### src/rtl/cpu_pkg.sv
// Shared definitions for the 8-bit bus CPU control path.
// Holds the opcode encodings, the micro-step encoding (T0..T4), the bit
// positions of the active-high internal control word, and a helper that
// gives the last active micro-step of each opcode.
package cpu_pkg;

  localparam int unsigned OpWidth = 4;

  localparam logic [OpWidth-1:0] OP_NOP = 4'h0;
  localparam logic [OpWidth-1:0] OP_LDA = 4'h1;
  localparam logic [OpWidth-1:0] OP_ADD = 4'h2;
  localparam logic [OpWidth-1:0] OP_SUB = 4'h3;
  localparam logic [OpWidth-1:0] OP_STA = 4'h4;
  localparam logic [OpWidth-1:0] OP_LDI = 4'h5;
  localparam logic [OpWidth-1:0] OP_JMP = 4'h6;
  localparam logic [OpWidth-1:0] OP_JC  = 4'h7;
  localparam logic [OpWidth-1:0] OP_JZ  = 4'h8;
  localparam logic [OpWidth-1:0] OP_OUT = 4'hE;
  localparam logic [OpWidth-1:0] OP_HLT = 4'hF;

  typedef enum logic [2:0] {
    T0 = 3'd0,
    T1 = 3'd1,
    T2 = 3'd2,
    T3 = 3'd3,
    T4 = 3'd4
  } step_e;

  // Control word bits, active-high internally; inverted at the ports for _n strobes.
  localparam int unsigned CW_PC_OUT   = 0;
  localparam int unsigned CW_PC_INC   = 1;
  localparam int unsigned CW_PC_JUMP  = 2;
  localparam int unsigned CW_MAR_IN   = 3;
  localparam int unsigned CW_RAM_OUT  = 4;
  localparam int unsigned CW_RAM_IN   = 5;
  localparam int unsigned CW_IR_IN    = 6;
  localparam int unsigned CW_IR_OUT   = 7;
  localparam int unsigned CW_A_IN     = 8;
  localparam int unsigned CW_A_OUT    = 9;
  localparam int unsigned CW_B_IN     = 10;
  localparam int unsigned CW_ALU_OUT  = 11;
  localparam int unsigned CW_ALU_SUB  = 12;
  localparam int unsigned CW_FLAGS_IN = 13;
  localparam int unsigned CW_OUT_IN   = 14;
  localparam int unsigned CwWidth     = 15;

  // Last micro-step that does useful work; the counter returns to T0 after it.
  function automatic step_e last_step(input logic [OpWidth-1:0] op);
    case (op)
      OP_LDI, OP_JMP, OP_JC, OP_JZ, OP_OUT, OP_HLT: last_step = T2;
      OP_LDA, OP_STA:                               last_step = T3;
      OP_ADD, OP_SUB:                               last_step = T4;
      default:                                      last_step = T1;
    endcase
  endfunction

endpackage

### src/rtl/cu_flags_reg.sv
// Two-bit ALU flag capture register {carry, zero}.
// Ports: i_clk (rising edge), i_reset (async, active-high, clears to 00),
// i_load (capture enable), i_d (flag inputs), o_q (stored flags).
module cu_flags_reg (
  input  logic       i_clk,
  input  logic       i_reset,
  input  logic       i_load,
  input  logic [1:0] i_d,
  output logic [1:0] o_q
);

  logic [1:0] flags_q;
  logic [1:0] flags_d;

  always_comb begin
    flags_d = flags_q;
    if (i_load) flags_d = i_d;
  end

  always_ff @(posedge i_clk or posedge i_reset) begin
    if (i_reset) flags_q <= 2'b00;
    else         flags_q <= flags_d;
  end

  assign o_q = flags_q;

endmodule

### src/rtl/control_unit.sv
// Microcoded sequencer for the 8-bit bus CPU.
// Steps a T0..T4 micro-counter on the falling clock edge and decodes
// (step, opcode, stored flags, halt) into the control word that steers the
// bus. ADD/SUB capture the ALU carry/zero flags on the rising edge; JC/JZ use
// them. HLT sets a latch that freezes the counter until i_reset.
// Ports: i_clk, i_reset (async, active-high), i_opcode (IR[7:4]),
// i_flag_c/i_flag_z (ALU flags), active-low bus strobes o_*_n, o_pc_inc,
// o_alu_sub, o_halt, o_step (debug view of the micro-step).
module control_unit
  import cpu_pkg::*;
(
  input  logic               i_clk,
  input  logic               i_reset,
  input  logic [OpWidth-1:0] i_opcode,
  input  logic               i_flag_c,
  input  logic               i_flag_z,
  output logic               o_pc_out_n,
  output logic               o_pc_inc,
  output logic               o_pc_jump_n,
  output logic               o_mar_in_n,
  output logic               o_ram_out_n,
  output logic               o_ram_in_n,
  output logic               o_ir_in_n,
  output logic               o_ir_out_n,
  output logic               o_a_in_n,
  output logic               o_a_out_n,
  output logic               o_b_in_n,
  output logic               o_alu_out_n,
  output logic               o_alu_sub,
  output logic               o_flags_in_n,
  output logic               o_out_in_n,
  output logic               o_halt,
  output logic [2:0]         o_step
);

  step_e               step_q, step_d;
  logic                halt_q, halt_d;
  logic [1:0]          flags_q;  // {carry, zero}
  logic [CwWidth-1:0]  cw;
  logic [CwWidth-1:0]  cw_act;
  logic                halt_req;

  // Control word decode.
  always_comb begin
    cw       = '0;
    halt_req = 1'b0;
    unique case (step_q)
      T0: begin
        cw[CW_PC_OUT] = 1'b1;
        cw[CW_MAR_IN] = 1'b1;
      end
      T1: begin
        cw[CW_RAM_OUT] = 1'b1;
        cw[CW_IR_IN]   = 1'b1;
        cw[CW_PC_INC]  = 1'b1;
      end
      T2: begin
        case (i_opcode)
          OP_LDA, OP_ADD, OP_SUB, OP_STA: begin
            cw[CW_IR_OUT] = 1'b1;
            cw[CW_MAR_IN] = 1'b1;
          end
          OP_LDI: begin
            cw[CW_IR_OUT] = 1'b1;
            cw[CW_A_IN]   = 1'b1;
          end
          OP_JMP: begin
            cw[CW_IR_OUT]  = 1'b1;
            cw[CW_PC_JUMP] = 1'b1;
          end
          OP_JC: begin
            cw[CW_IR_OUT]  = flags_q[1];
            cw[CW_PC_JUMP] = flags_q[1];
          end
          OP_JZ: begin
            cw[CW_IR_OUT]  = flags_q[0];
            cw[CW_PC_JUMP] = flags_q[0];
          end
          OP_OUT: begin
            cw[CW_A_OUT]  = 1'b1;
            cw[CW_OUT_IN] = 1'b1;
          end
          OP_HLT:  halt_req = 1'b1;
          default: ;
        endcase
      end
      T3: begin
        case (i_opcode)
          OP_LDA: begin
            cw[CW_RAM_OUT] = 1'b1;
            cw[CW_A_IN]    = 1'b1;
          end
          OP_ADD, OP_SUB: begin
            cw[CW_RAM_OUT] = 1'b1;
            cw[CW_B_IN]    = 1'b1;
          end
          OP_STA: begin
            cw[CW_A_OUT]  = 1'b1;
            cw[CW_RAM_IN] = 1'b1;
          end
          default: ;
        endcase
      end
      T4: begin
        if (i_opcode == OP_ADD || i_opcode == OP_SUB) begin
          cw[CW_ALU_OUT]  = 1'b1;
          cw[CW_A_IN]     = 1'b1;
          cw[CW_FLAGS_IN] = 1'b1;
          cw[CW_ALU_SUB]  = (i_opcode == OP_SUB);
        end
      end
      default: ;
    endcase
  end

  // Next step: hold while halted, return to T0 after the last active step.
  always_comb begin
    step_d = step_q;
    halt_d = halt_q;
    if (!halt_q) begin
      if (halt_req) begin
        halt_d = 1'b1;
      end else if (step_q >= last_step(i_opcode) || step_q >= T4) begin
        step_d = T0;
      end else begin
        step_d = step_e'(step_q + 3'd1);
      end
    end
  end

  always_ff @(negedge i_clk or posedge i_reset) begin
    if (i_reset) begin
      step_q <= T0;
      halt_q <= 1'b0;
    end else begin
      step_q <= step_d;
      halt_q <= halt_d;
    end
  end

  // Reset is combinational here so a strobe dies the instant reset rises.
  assign cw_act = (i_reset || halt_q) ? '0 : cw;

  cu_flags_reg u_flags (
    .i_clk   (i_clk),
    .i_reset (i_reset),
    .i_load  (cw_act[CW_FLAGS_IN]),
    .i_d     ({i_flag_c, i_flag_z}),
    .o_q     (flags_q)
  );

  assign o_pc_out_n   = ~cw_act[CW_PC_OUT];
  assign o_pc_inc     =  cw_act[CW_PC_INC];
  assign o_pc_jump_n  = ~cw_act[CW_PC_JUMP];
  assign o_mar_in_n   = ~cw_act[CW_MAR_IN];
  assign o_ram_out_n  = ~cw_act[CW_RAM_OUT];
  assign o_ram_in_n   = ~cw_act[CW_RAM_IN];
  assign o_ir_in_n    = ~cw_act[CW_IR_IN];
  assign o_ir_out_n   = ~cw_act[CW_IR_OUT];
  assign o_a_in_n     = ~cw_act[CW_A_IN];
  assign o_a_out_n    = ~cw_act[CW_A_OUT];
  assign o_b_in_n     = ~cw_act[CW_B_IN];
  assign o_alu_out_n  = ~cw_act[CW_ALU_OUT];
  assign o_alu_sub    =  cw_act[CW_ALU_SUB];
  assign o_flags_in_n = ~cw_act[CW_FLAGS_IN];
  assign o_out_in_n   = ~cw_act[CW_OUT_IN];
  assign o_halt       = halt_q;
  assign o_step       = step_q;

endmodule

### config.mk
export PLATFORM = sky130hd
export DESIGN_NAME = control_unit
export DESIGN_NICKNAME = d
export VERILOG_FILES = /design/src/rtl/cpu_pkg.sv /design/src/rtl/cu_flags_reg.sv /design/src/rtl/control_unit.sv
export SDC_FILE = /design/constraint.sdc
export NUM_CORES = 1
export LEC_CHECK = 0
export BUFFER_PORTS_ARGS = -buffer_cell sky130_fd_sc_hd__buf_4
export CAP_MARGIN = 20
export CORE_MARGIN = 2
export CORE_UTILIZATION = 41
export CTS_BUF_LIST = sky130_fd_sc_hd__clkbuf_8
export CTS_CLUSTER_DIAMETER = 50
export DETAILED_ROUTE_END_ITERATION = 10
export PLACE_DENSITY = 0.74
export SYNTH_ARGS = -nofsm -noshare
export SYNTH_HDL_FRONTEND = slang
export SYNTH_SLANG_ARGS = --single-unit
### constraint.sdc
create_clock -name i_clk -period 2.8 [get_ports i_clk]
set_clock_uncertainty 0.2 [all_clocks]
set_input_delay 0.56 -clock i_clk [delete_from_list [all_inputs] [get_ports i_clk]]
set_output_delay 0.56 -clock i_clk [all_outputs]
set_load 0.01 [all_outputs]
==> results of run 1 <==
-- kinds of logic after synthesis --
kind of cell / synth area share (%)
flip-flops: 21.9
XOR/XNOR: 1.28
multiplexers: 6.20
AND/OR/NAND/NOR: 27.9
buffers and inverters: 7.66
adder cells (fa/ha/maj): 14.6
AO/OA/AOI/OAI: 20.4
-- through the flow --
step,area (sq um),utilization (%),worst slack (ns)
4_1_cts,1380,89.3,-1.41
3_5_place_dp,1140,74.3,-1.17
3_3_place_gp,1140,74.3,-1.13
2_1_floorplan,781,-,-1.17
-- timing repair --
| item | 4_1_cts |
|---|---|
| setup buffers | 8 |
| resized for setup | 34 |
| pin swaps | 9 |
| setup endpoints to repair | 25 |
==> impl_metrics.ini, run 1 <==
[logic_synthesis]
synth_edf_count = 0
syn_avg_cell_area_sq_um = 8.46
synthTopCellsByCount = 8 x ha_1, 8 x inv_1, 5 x a21oi_1
synth_top_area_share_pct = 14.6
synth_area_sq_um = 686
synth.area.top_cells = dfrtn_1 15%, ha_1 15%, dfrtp_1 7.3%
synth-async-reset-ratio_pct = 100
netlist-cell-type-count = 38
ys_seq_area_share_pct = 21.9
synth-seq-cells = 6
synthesis.instances = 81
yosysTopAreaCell = dfrtn_1
ys_warn_count = 0
synth-main-ff-cell = dfrtn_1
synth_fp_nets = 97

[floorplanning]
die_y_microns = 44.9
start_util_pct = 44.5
io_pins = 27
fp-row-count = 14
die_w_microns = 44.9

[clock_tree]
cts_buffers = 3
cts_root_buf = clkbuf_8
cts_max_path_buffers = 2
htreeDepth = 1
cts-hold-fix-buffers = 0
numClockSinks = 6

[outcome]
lastStage = global routing
status = did not finish
toolErrorMsg = [ERROR DPL-0038] Utilization greater than 100%, impossible to legalize

[placement]
gp_congestion = 0.809
portBuffers = 26
dp_cells = 144
dp_hpwl_microns = 1610

[sta]
worst_endpoint = o_a_out_n
timing.worst_endpoint.kind = primary output

[global_routing]
grt_max_degree = 10
==> run 2: changes to the inputs <==
--- a/config.mk
+++ b/config.mk
@@ -7,12 +7,10 @@
 export LEC_CHECK = 0
 export BUFFER_PORTS_ARGS = -buffer_cell sky130_fd_sc_hd__buf_4
 export CAP_MARGIN = 20
-export CORE_MARGIN = 2
-export CORE_UTILIZATION = 41
-export CTS_BUF_LIST = sky130_fd_sc_hd__clkbuf_8
-export CTS_CLUSTER_DIAMETER = 50
+export CORE_AREA = 2 2 63 65
 export DETAILED_ROUTE_END_ITERATION = 10
-export PLACE_DENSITY = 0.74
+export DIE_AREA = 0 0 65 67
+export PLACE_DENSITY_LB_ADDON = 0.15
 export SYNTH_ARGS = -nofsm -noshare
 export SYNTH_HDL_FRONTEND = slang
 export SYNTH_SLANG_ARGS = --single-unit
==> run 2 against run 1 <==
  * The flow now finishes, with violations (negative setup slack)
  * Synthesized cell count unchanged
  * Area after synthesis unchanged
==> impl_metrics.ini, run 2 <==
[outcome]
status = finished with violations
violations = negative setup slack

[logic_synthesis]
synth_area_sq_um = 686
synth_edf_count = 0
syn_avg_cell_area_sq_um = 8.46
synth.area.top_cells = dfrtn_1 15%, ha_1 15%, dfrtp_1 7.3%
synth-main-ff-cell = dfrtn_1
synth-seq-cells = 6
ys_warn_count = 0
netlist-cell-type-count = 38
synthTopCellsByCount = 8 x ha_1, 8 x inv_1, 5 x a21oi_1
synth-async-reset-ratio_pct = 100
yosysTopAreaCell = dfrtn_1
synthesis.instances = 81
ys_seq_area_share_pct = 21.9
synth_top_area_share_pct = 14.6
synth_fp_nets = 97

[clock_tree]
cts_max_path_buffers = 2
cts_tree = yes
clock_latency_ns = 0.25
cts_root_buf = clkbuf_8
clk_pin_slew_ns = 0.04
numClockSinks = 6
cts_buffers = 3
htreeDepth = 1

[global_routing]
overflow = 0
grt_usage_pct = 12.6
grt_pass1_wl_microns = 4170
antenna_found_initial = 0
grt_pass1_vias = 864
grt_max_degree = 13

[setup_path]
cp-end-kind = output port
cp_max_fo = 2
slowest_delay_ns = 0.46
critPathLaunchType = flip-flop
critPathKind = flip-flop to output port
path_cells = ha_4 > or4b_4 > or3_4 > a211o_1 > buf_6
cp_slowest_cell = or4b_4
cp.required_ns = 2.04
cp.arrival_ns = 3.43
critPathLaunch = o_step[1]
r2r-start = o_step[1]

[detailed_routing]
drt-total-wl_microns = 2620
wl_per_cell_microns = 13.9
drc = 0
drtPass1Iterations = 4
route.vias.total = 830
avgViaCountPerCell = 4.39
drtIter0Drc = 26
ant_nets = 0

[finish]
antenna_cells = 0
regArea_sq_um = 150
fin_cells = 189
mostFrequentLayoutCells = 44 x buf_4, 14 x buf_6, 6 x ha_4
final_common_cell = buf_4
fin_nets = 158
multi_input_area_sq_um = 687
synthToLayoutAreaGrowth_pct = 120
drive_gt1_share_pct = 73.0
largest_register_ffs = 3
n_fill_cell = 365

[sta]
grt_setup_unrepaired = true
drv_slew = 0
fin_ws_ns = -1.39
tightest_slew_ns = 0.324
setup_viol = 24
slew_headroom_pct = 78.4
fin_setup_tns_ns = -20.15
hold_viol_final = 0

[placement]
dp_cells = 177
dp_hpwl_microns = 1890
gp_congestion = 0.713
portBuffers = 26

[floorplanning]
die_w_microns = 65
start_util_pct = 19.0
dieArea_sq_um = 4360
io_pins = 27
fp-row-count = 22
core_area_sq_um = 3610
die_y_microns = 67

[power]
p_leak_nw = 0.655
ir_drop_mv = 0.271
power_density_nw_per_um2 = 751

[flow_run]
max_cap_violations = 0

[hold_path]
hold_path_class = primary input to asynchronous set/reset pin
## run 2: cell counts after synthesis
No cell type changed its count.
## run 2: metal layers
metal | up-vias | part of all wire [%] | global-route usage (%)
li1 | 416 | - | -
met1 | 395 | 44 | 14.9
met2 | 17 | 52 | 23.2
met3 | 2 | 2.6 | 2.03
met4 | 0 | 0.73 | 3.99
met5 | - | 0 | 0
## run 2: final timing paths
| kind | endpoint | slack [ns] | cells past startpoint |
|---|---|---|---|
| setup reg to reg | u_flags.o_q[1] | -0.60 | 9 |
| setup / recovery | o_a_out_n | -1.39 | 5 |
| hold reg to reg | u_flags.o_q[0] | 0.31 | 1 |
| max in group asynchronous | o_halt | 0.66 | 3 |
| min in group i_clk | u_flags.o_q[0] | 0.31 | 1 |
| hold / removal | u_flags.o_q[1] | 0.24 | 3 |
## run 2: power breakdown
group	switching (mW)	internal, mW	leakage, nW
Combinational	0.389	0.451	0.553
Sequential	0.0260	0.124	0.0789
Clock	0.0437	0.0985	0.0228
## run 2: layout make-up
type | count | share of cell area [%]
Clock buffer | 4 | 2.99
Inverter | 8 | 2.16
Tap cell | 48 | 3.98
Timing Repair Buffer | 61 | 35.4
Sequential cell | 6 | 9.96
Multi-Input combinational cell | 62 | 45.6
## run 2: worst max-delay path, delay by kind of cell, from the launching register on
family	cells	cell delay, ns
flops	1	0.44
fa+ha+maj	1	0.14
compound gates	1	0.27
simple gates	2	0.80
buf+inv	1	0.12
## run 2: through the flow
| step | power (mW) | util (%) | hold WS [ns] | setup WS, ns | cell area (sq um) |
|---|---|---|---|---|---|
| CTS | 1.03 | 38.8 | 0.244 | -1.38 | 1400 |
| finish | 1.13 | 41.8 | 0.240 | -1.39 | 1510 |
| global placement | 0.720 | 33.1 | 0.306 | -1.13 | 1190 |
| detailed placement | 0.727 | 33.1 | 0.310 | -1.15 | 1190 |
| global route | 1.21 | 41.8 | 0.267 | -1.45 | 1510 |
| floorplan | 0.442 | - | 0.151 | -1.17 | 781 |
## run 2: cell families after synthesis
kind of cell	synth area share (%)
AND/OR/NAND/NOR	27.9
AO/OA/AOI/OAI	20.4
buffers and inverters	7.66
adder cells (fa/ha/maj)	14.6
flip-flops	21.9
multiplexers	6.20
XOR/XNOR	1.28
## run 2: repair_timing
| item | in CTS | in global routing |
|---|---|---|
| endpoints found under the hold margin | 0 | 0 |
| hold buffers | 0 | 0 |
| gates resized for setup | 35 | 14 |
| buffers inserted | 3 | 6 |
| setup endpoints to repair | 25 | 24 |
| pin swaps | 5 | 6 |
| gates cloned | 0 | 0 |
No activity file was read; power rests on OpenSTA's default activity.
